$ cat src/rtl/pcie_tlp_pkg.sv
// Shared TLP definitions for the config-request transmitter: fmt/type
// constants, header field widths, FSM state encoding and the request capture
// record.
package pcie_tlp_pkg;

  localparam int DW_W   = 32;
  localparam int TAG_W  = 8;
  localparam int ADDR_W = 12;
  localparam int BE_W   = 4;
  localparam int BDF_W  = 16;
  localparam int LEN_W  = 10;

  localparam logic [2:0] FMT_3DW_NODATA = 3'b000;
  localparam logic [2:0] FMT_3DW_DATA   = 3'b010;
  localparam logic [4:0] TYPE_CFG0      = 5'b00100;

  typedef enum logic [2:0] {
    IDLE,
    BEAT0,
    BEAT1,
    DONE,
    RELEASE
  } cfg_state_t;

  typedef struct packed {
    logic [TAG_W-1:0]  tag;
    logic [ADDR_W-1:0] addr;
    logic [BE_W-1:0]   be;
  } cfg_req_t;

endpackage

$ cat src/rtl/pcie_tlp_hdr_builder.sv
// Combinational 3DW Type0 configuration header assembly.
// Outputs DW0..DW2 from the captured request and the fixed IDs.
module pcie_tlp_hdr_builder
  import pcie_tlp_pkg::*;
#(
  parameter logic [BDF_W-1:0] REQ_ID  = 16'h0000,
  parameter logic [BDF_W-1:0] TGT_BDF = 16'h0100
) (
  input  logic [2:0]      fmt,
  input  cfg_req_t        req,
  output logic [DW_W-1:0] dw0,
  output logic [DW_W-1:0] dw1,
  output logic [DW_W-1:0] dw2
);

  // Config registers are DW-aligned; the byte offset bits never reach the header.
  logic unused_addr_lo;
  assign unused_addr_lo = ^req.addr[1:0];

  // Single-DW payload length, traffic class / attributes / digest all zero.
  assign dw0 = {fmt, TYPE_CFG0, 14'h0000, LEN_W'(1)};
  assign dw1 = {REQ_ID, req.tag, 4'h0, req.be};
  assign dw2 = {TGT_BDF, 4'h0, req.addr[11:8], req.addr[7:2], 2'b00};

endmodule

$ cat src/rtl/pcie_cfg_tx.sv
// Type0 configuration request transmitter: turns a level request into a
// two-beat 3DW TLP on a 64-bit AXI-stream and answers with a done pulse.
// Optional config-write support is compiled in with PCIE_CFG_TX_CFG_WRITE_EN.
module pcie_cfg_tx
  import pcie_tlp_pkg::*;
#(
  parameter logic [BDF_W-1:0] REQ_ID  = 16'h0000,
  parameter logic [BDF_W-1:0] TGT_BDF = 16'h0100
) (
  input  logic              user_clk,
  input  logic              user_reset,
  input  logic              ctr2tx_type0_cfg_read,
  input  logic [TAG_W-1:0]  ctr2tx_type0_cfg_read_tag,
  input  logic [ADDR_W-1:0] ctr2tx_type0_cfg_read_reg_addr,
  input  logic [BE_W-1:0]   ctr2tx_type0_cfg_read_first_dw_be,
  output logic              tx2ctr_type0_cfg_read_done,
`ifdef PCIE_CFG_TX_CFG_WRITE_EN
  input  logic              ctr2tx_type0_cfg_write,
  input  logic [DW_W-1:0]   ctr2tx_type0_cfg_write_data,
  output logic              tx2ctr_type0_cfg_write_done,
`endif
  output logic [63:0]       m_axis_tx_tdata,
  output logic [7:0]        m_axis_tx_tkeep,
  output logic              m_axis_tx_tlast,
  output logic              m_axis_tx_tvalid,
  input  logic              m_axis_tx_tready
);

  cfg_state_t      state, state_nxt;
  cfg_req_t        cap;
  logic            start;
  logic            req_held;
  logic            done_pulse;
  logic [2:0]      fmt;
  logic [DW_W-1:0] dw0, dw1, dw2;
  logic [63:0]     beat1_data;
  logic [7:0]      beat1_keep;

`ifdef PCIE_CFG_TX_CFG_WRITE_EN
  logic            cap_wr;
  logic [DW_W-1:0] cap_data;

  // Read wins a same-cycle tie; the write stays pending until the read is released.
  assign start      = ctr2tx_type0_cfg_read | ctr2tx_type0_cfg_write;
  assign req_held   = cap_wr ? ctr2tx_type0_cfg_write : ctr2tx_type0_cfg_read;
  assign fmt        = cap_wr ? FMT_3DW_DATA : FMT_3DW_NODATA;
  assign beat1_data = cap_wr ? {cap_data, dw2} : {32'h0, dw2};
  assign beat1_keep = cap_wr ? 8'hFF : 8'h0F;
  assign tx2ctr_type0_cfg_read_done  = done_pulse & ~cap_wr;
  assign tx2ctr_type0_cfg_write_done = done_pulse & cap_wr;
`else
  assign start      = ctr2tx_type0_cfg_read;
  assign req_held   = ctr2tx_type0_cfg_read;
  assign fmt        = FMT_3DW_NODATA;
  assign beat1_data = {32'h0, dw2};
  assign beat1_keep = 8'h0F;
  assign tx2ctr_type0_cfg_read_done = done_pulse;
`endif

  // Latch request fields once in IDLE so later input changes cannot corrupt the TLP.
  always_ff @(posedge user_clk or posedge user_reset) begin
    if (user_reset) begin
      cap      <= '0;
`ifdef PCIE_CFG_TX_CFG_WRITE_EN
      cap_wr   <= 1'b0;
      cap_data <= '0;
`endif
    end else if (state == IDLE && start) begin
      cap <= '{tag:  ctr2tx_type0_cfg_read_tag,
               addr: ctr2tx_type0_cfg_read_reg_addr,
               be:   ctr2tx_type0_cfg_read_first_dw_be};
`ifdef PCIE_CFG_TX_CFG_WRITE_EN
      cap_wr   <= ~ctr2tx_type0_cfg_read;
      cap_data <= ctr2tx_type0_cfg_write_data;
`endif
    end
  end

  pcie_tlp_hdr_builder #(
    .REQ_ID  (REQ_ID),
    .TGT_BDF (TGT_BDF)
  ) u_hdr (
    .fmt (fmt),
    .req (cap),
    .dw0 (dw0),
    .dw1 (dw1),
    .dw2 (dw2)
  );

  // State register; reset drops any partial TLP.
  always_ff @(posedge user_clk or posedge user_reset) begin
    if (user_reset) state <= IDLE;
    else            state <= state_nxt;
  end

  // Next state and stream outputs; data is a pure function of state so it holds while stalled.
  always_comb begin
    state_nxt        = state;
    m_axis_tx_tvalid = 1'b0;
    m_axis_tx_tlast  = 1'b0;
    m_axis_tx_tkeep  = 8'h00;
    m_axis_tx_tdata  = 64'h0;
    done_pulse       = 1'b0;
    case (state)
      IDLE: if (start) state_nxt = BEAT0;
      BEAT0: begin
        m_axis_tx_tvalid = 1'b1;
        m_axis_tx_tdata  = {dw1, dw0};
        m_axis_tx_tkeep  = 8'hFF;
        if (m_axis_tx_tready) state_nxt = BEAT1;
      end
      BEAT1: begin
        m_axis_tx_tvalid = 1'b1;
        m_axis_tx_tdata  = beat1_data;
        m_axis_tx_tkeep  = beat1_keep;
        m_axis_tx_tlast  = 1'b1;
        if (m_axis_tx_tready) state_nxt = DONE;
      end
      DONE: begin
        done_pulse = 1'b1;
        state_nxt  = RELEASE;
      end
      // A still-held request must not launch a second TLP.
      RELEASE: if (!req_held) state_nxt = IDLE;
      default: state_nxt = IDLE;
    endcase
  end

endmodule

$ cat config.mk
export PLATFORM = sky130hd
export DESIGN_NAME = pcie_cfg_tx
export DESIGN_NICKNAME = d
export VERILOG_FILES = /design/src/rtl/pcie_tlp_pkg.sv /design/src/rtl/pcie_tlp_hdr_builder.sv /design/src/rtl/pcie_cfg_tx.sv
export SDC_FILE = /design/constraint.sdc
export NUM_CORES = 1
export LEC_CHECK = 0
export BUFFER_PORTS_ARGS = -buffer_cell sky130_fd_sc_hd__buf_2
export CORE_AREA = 3 3 67 69
export DETAILED_ROUTE_END_ITERATION = 8
export DIE_AREA = 0 0 70 72
export HOLD_SLACK_MARGIN = 0.02
export PLACE_DENSITY = 0.75
export SETUP_SLACK_MARGIN = 0.05
export SKIP_CTS_REPAIR_TIMING = 1
export SLEW_MARGIN = 20
export SYNTH_ARGS = -nofsm -noshare
export SYNTH_HDL_FRONTEND = slang
export SYNTH_SLANG_ARGS = --single-unit
$ cat constraint.sdc
create_clock -name user_clk -period 4.7 [get_ports user_clk]
set_input_delay 0.705 -clock user_clk [delete_from_list [all_inputs] [get_ports user_clk]]
set_output_delay 0.705 -clock user_clk [all_outputs]
set_load 0.1 [all_outputs]
==> metrics.txt <==
Slew HR 37.9%; total gr overflow 0; drt first pass iters 2; final-stage net count ~220; die height around 70 µm; clk_skew about 1.5 ps; crit-path leading delay family simple AND/OR/NAND/NOR gates; Final Hold Fails 0; Die X 70 µm; post-synthesis cell count about 140; via count ~960; Worst R2R Path Depth 3; GR peak layer met2; CP startpoint state[1]$_DFFE_PP0P_; number of max-cap violations 0; most frequent cells in the layout buf_2 (61), conb_1 (39), dfrtp_1 (25); CP cell instances nor3b_1 > and2_1 > buf_2; total CTS buffers 3; Worst path slowest cell nor3b_1; Slew @ Worst Pin slightly above 900 ps; f_max between 300 and 400 MHz; clock transition at the registers of the reported paths ~80 ps; Worst R2R Setup Slack roughly 3100 ps; Initial Util between 30% and 40%; DR DRC count 0; # setup viols final 0; Inserted Diodes 0; WP data arrival roughly 2300 ps; Seq/Total Area, Yosys between 40% and 50%; IO buf count 61; Avg Cell Area, Syn 11.0 µm²; CP bufs+invs 1; gpl congestion about 0.62; first-pass GRT wire length 4.06 mm; flops & latches, synth 25; HPWL after DPL 2.09 mm; Post-Route WL roughly 2.6 mm; RSZ-0062 raised after global routing false; clock buffer depth 2; min-delay worst type flip-flop to flip-flop; Netlist cell types 21; number of global-route vias before repair roughly 900; met1 GRT Util between 10% and 20%; Final Max Tran Viols 0; share of cells above drive strength 1 around 47%; die area around 5000 µm²; Netlist Area Pre-Place ~1600 µm²; synth warn 0; I/O pin cnt just over 100; reg2reg start state[2]$_DFFE_PP0P_; met3 usage in global routing approximately 2.5%; initial antenna violation count 0; TritonCTS clock tree yes; Critical R2R Capture cap[8]$_DFFE_PP0P_; Crit. End Element primary output; later-pin clock latency in the skew report 260 ps; Clock Sinks 25; pin count of the biggest net entering global routing 26; most common cell after layout, fill and taps aside buf_2; Stages on worst setup path 3; DRT iter0 DRCs 2; Root Driver clkbuf_8; via/cell ratio 3.99; Total Neg Setup Slack 0 ps; Row Count 23; CP max stage delay 770 ps; minimum clock period 2950 ps; antenna viol nets, final 0; status finished, final reports clean; worst setup path endpoint m_axis_tx_tdata[10]; period utilization approximately 63%; core footprint 3970 µm²; met2 usage between 10% and 20%; Layout Area Growth over Synthesis 10.1%; H-tree depth 1; CP Launch Type flip-flop; crit path kind flip-flop to primary output; Routed wire per std cell roughly 11 µm; Req. time, crit path 3990 ps; Crit Path Max Fanout 11; total track usage 9.90%
synth_stat cells:
cell type   n  area, µm²
nor4bb_1    1       10.0
nor4b_4     1       23.8
mux2_2     21        236
inv_1       1       3.75
and2_1     22        138
or2_2       1       6.26
nand2b_1    2       12.5
buf_6       3       33.8
buf_2       3       15.0
nor2b_1     1       6.26
nand3b_1    1       7.51
buf_4      48        360
dfrtp_1    25        626
nor3_1      1       5.00
mux2_1      1       11.3
and3b_1     1       8.76
a2111oi_0   1       8.76
a21oi_1     2       10.0
nor3b_1     3       22.5
conb_1      1       3.75
clkbuf_1    1       3.75
how the worst min path moves through the flow:
| stage | from | endpoint | slack (ps) | cells after the start |
|---|---|---|---|---|
| 2_1_floorplan | cap[20]$_DFFE_PP0P_ | cap[20]$_DFFE_PP0P_ | 450 | 1 |
| 3_3_place_gp | cap[20]$_DFFE_PP0P_ | cap[20]$_DFFE_PP0P_ | 460 | 1 |
| 3_5_place_dp | cap[20]$_DFFE_PP0P_ | cap[20]$_DFFE_PP0P_ | 470 | 1 |
| 4_1_cts | cap[20]$_DFFE_PP0P_ | cap[20]$_DFFE_PP0P_ | 490 | 1 |
| 5_1_grt | cap[15]$_DFFE_PP0P_ | cap[15]$_DFFE_PP0P_ | 520 | 1 |
| 6_report | cap[20]$_DFFE_PP0P_ | cap[20]$_DFFE_PP0P_ | 480 | 1 |
routing by layer:
metal  wire length [µm]  up-vias
li1                   -      466
met1               1010      448
met4                  8        0
met2               1370       42
met5                  0        -
met3                204        2
cell type report:
type                            instances  area (µm²)
Sequential cell                        25         626
Clock buffer                            3        41.3
Timing Repair Buffer                   62         313
Tap cell                               50        62.6
Clock inverter                          1        5.00
Inverter                                1        3.75
Multi-Input combinational cell         98         658
Fill cell                             411        2260
sequential cells by signal, indices dropped and copies added, names as in the netlist:
| register | count |
|---|---|
| state | 3 |
| cap | 22 |
kinds of logic after synthesis:
kind of cell	count (synthesis)	synth area share, %
compound gates	3	1.21
buf+inv	56	26.8
flops	25	40.3
mux	22	16.0
other cells	1	0.242
simple gates	34	15.5
through the flow:
stage	setup slack (ps)	instances	cell area (µm²)	util, %	hold slack [ps]
final	1750	240	1710	43.0	483
after global placement	1940	236	1660	41.9	464
after CTS	1710	240	1710	43.0	488
after global routing	1540	240	1710	43.0	519
after detailed placement	2010	236	1660	41.9	468
after floorplan	1130	179	1700	-	449
Power is not shown: default switching activity piles up to over one toggle a cycle in this logic, so the estimate is an artifact.
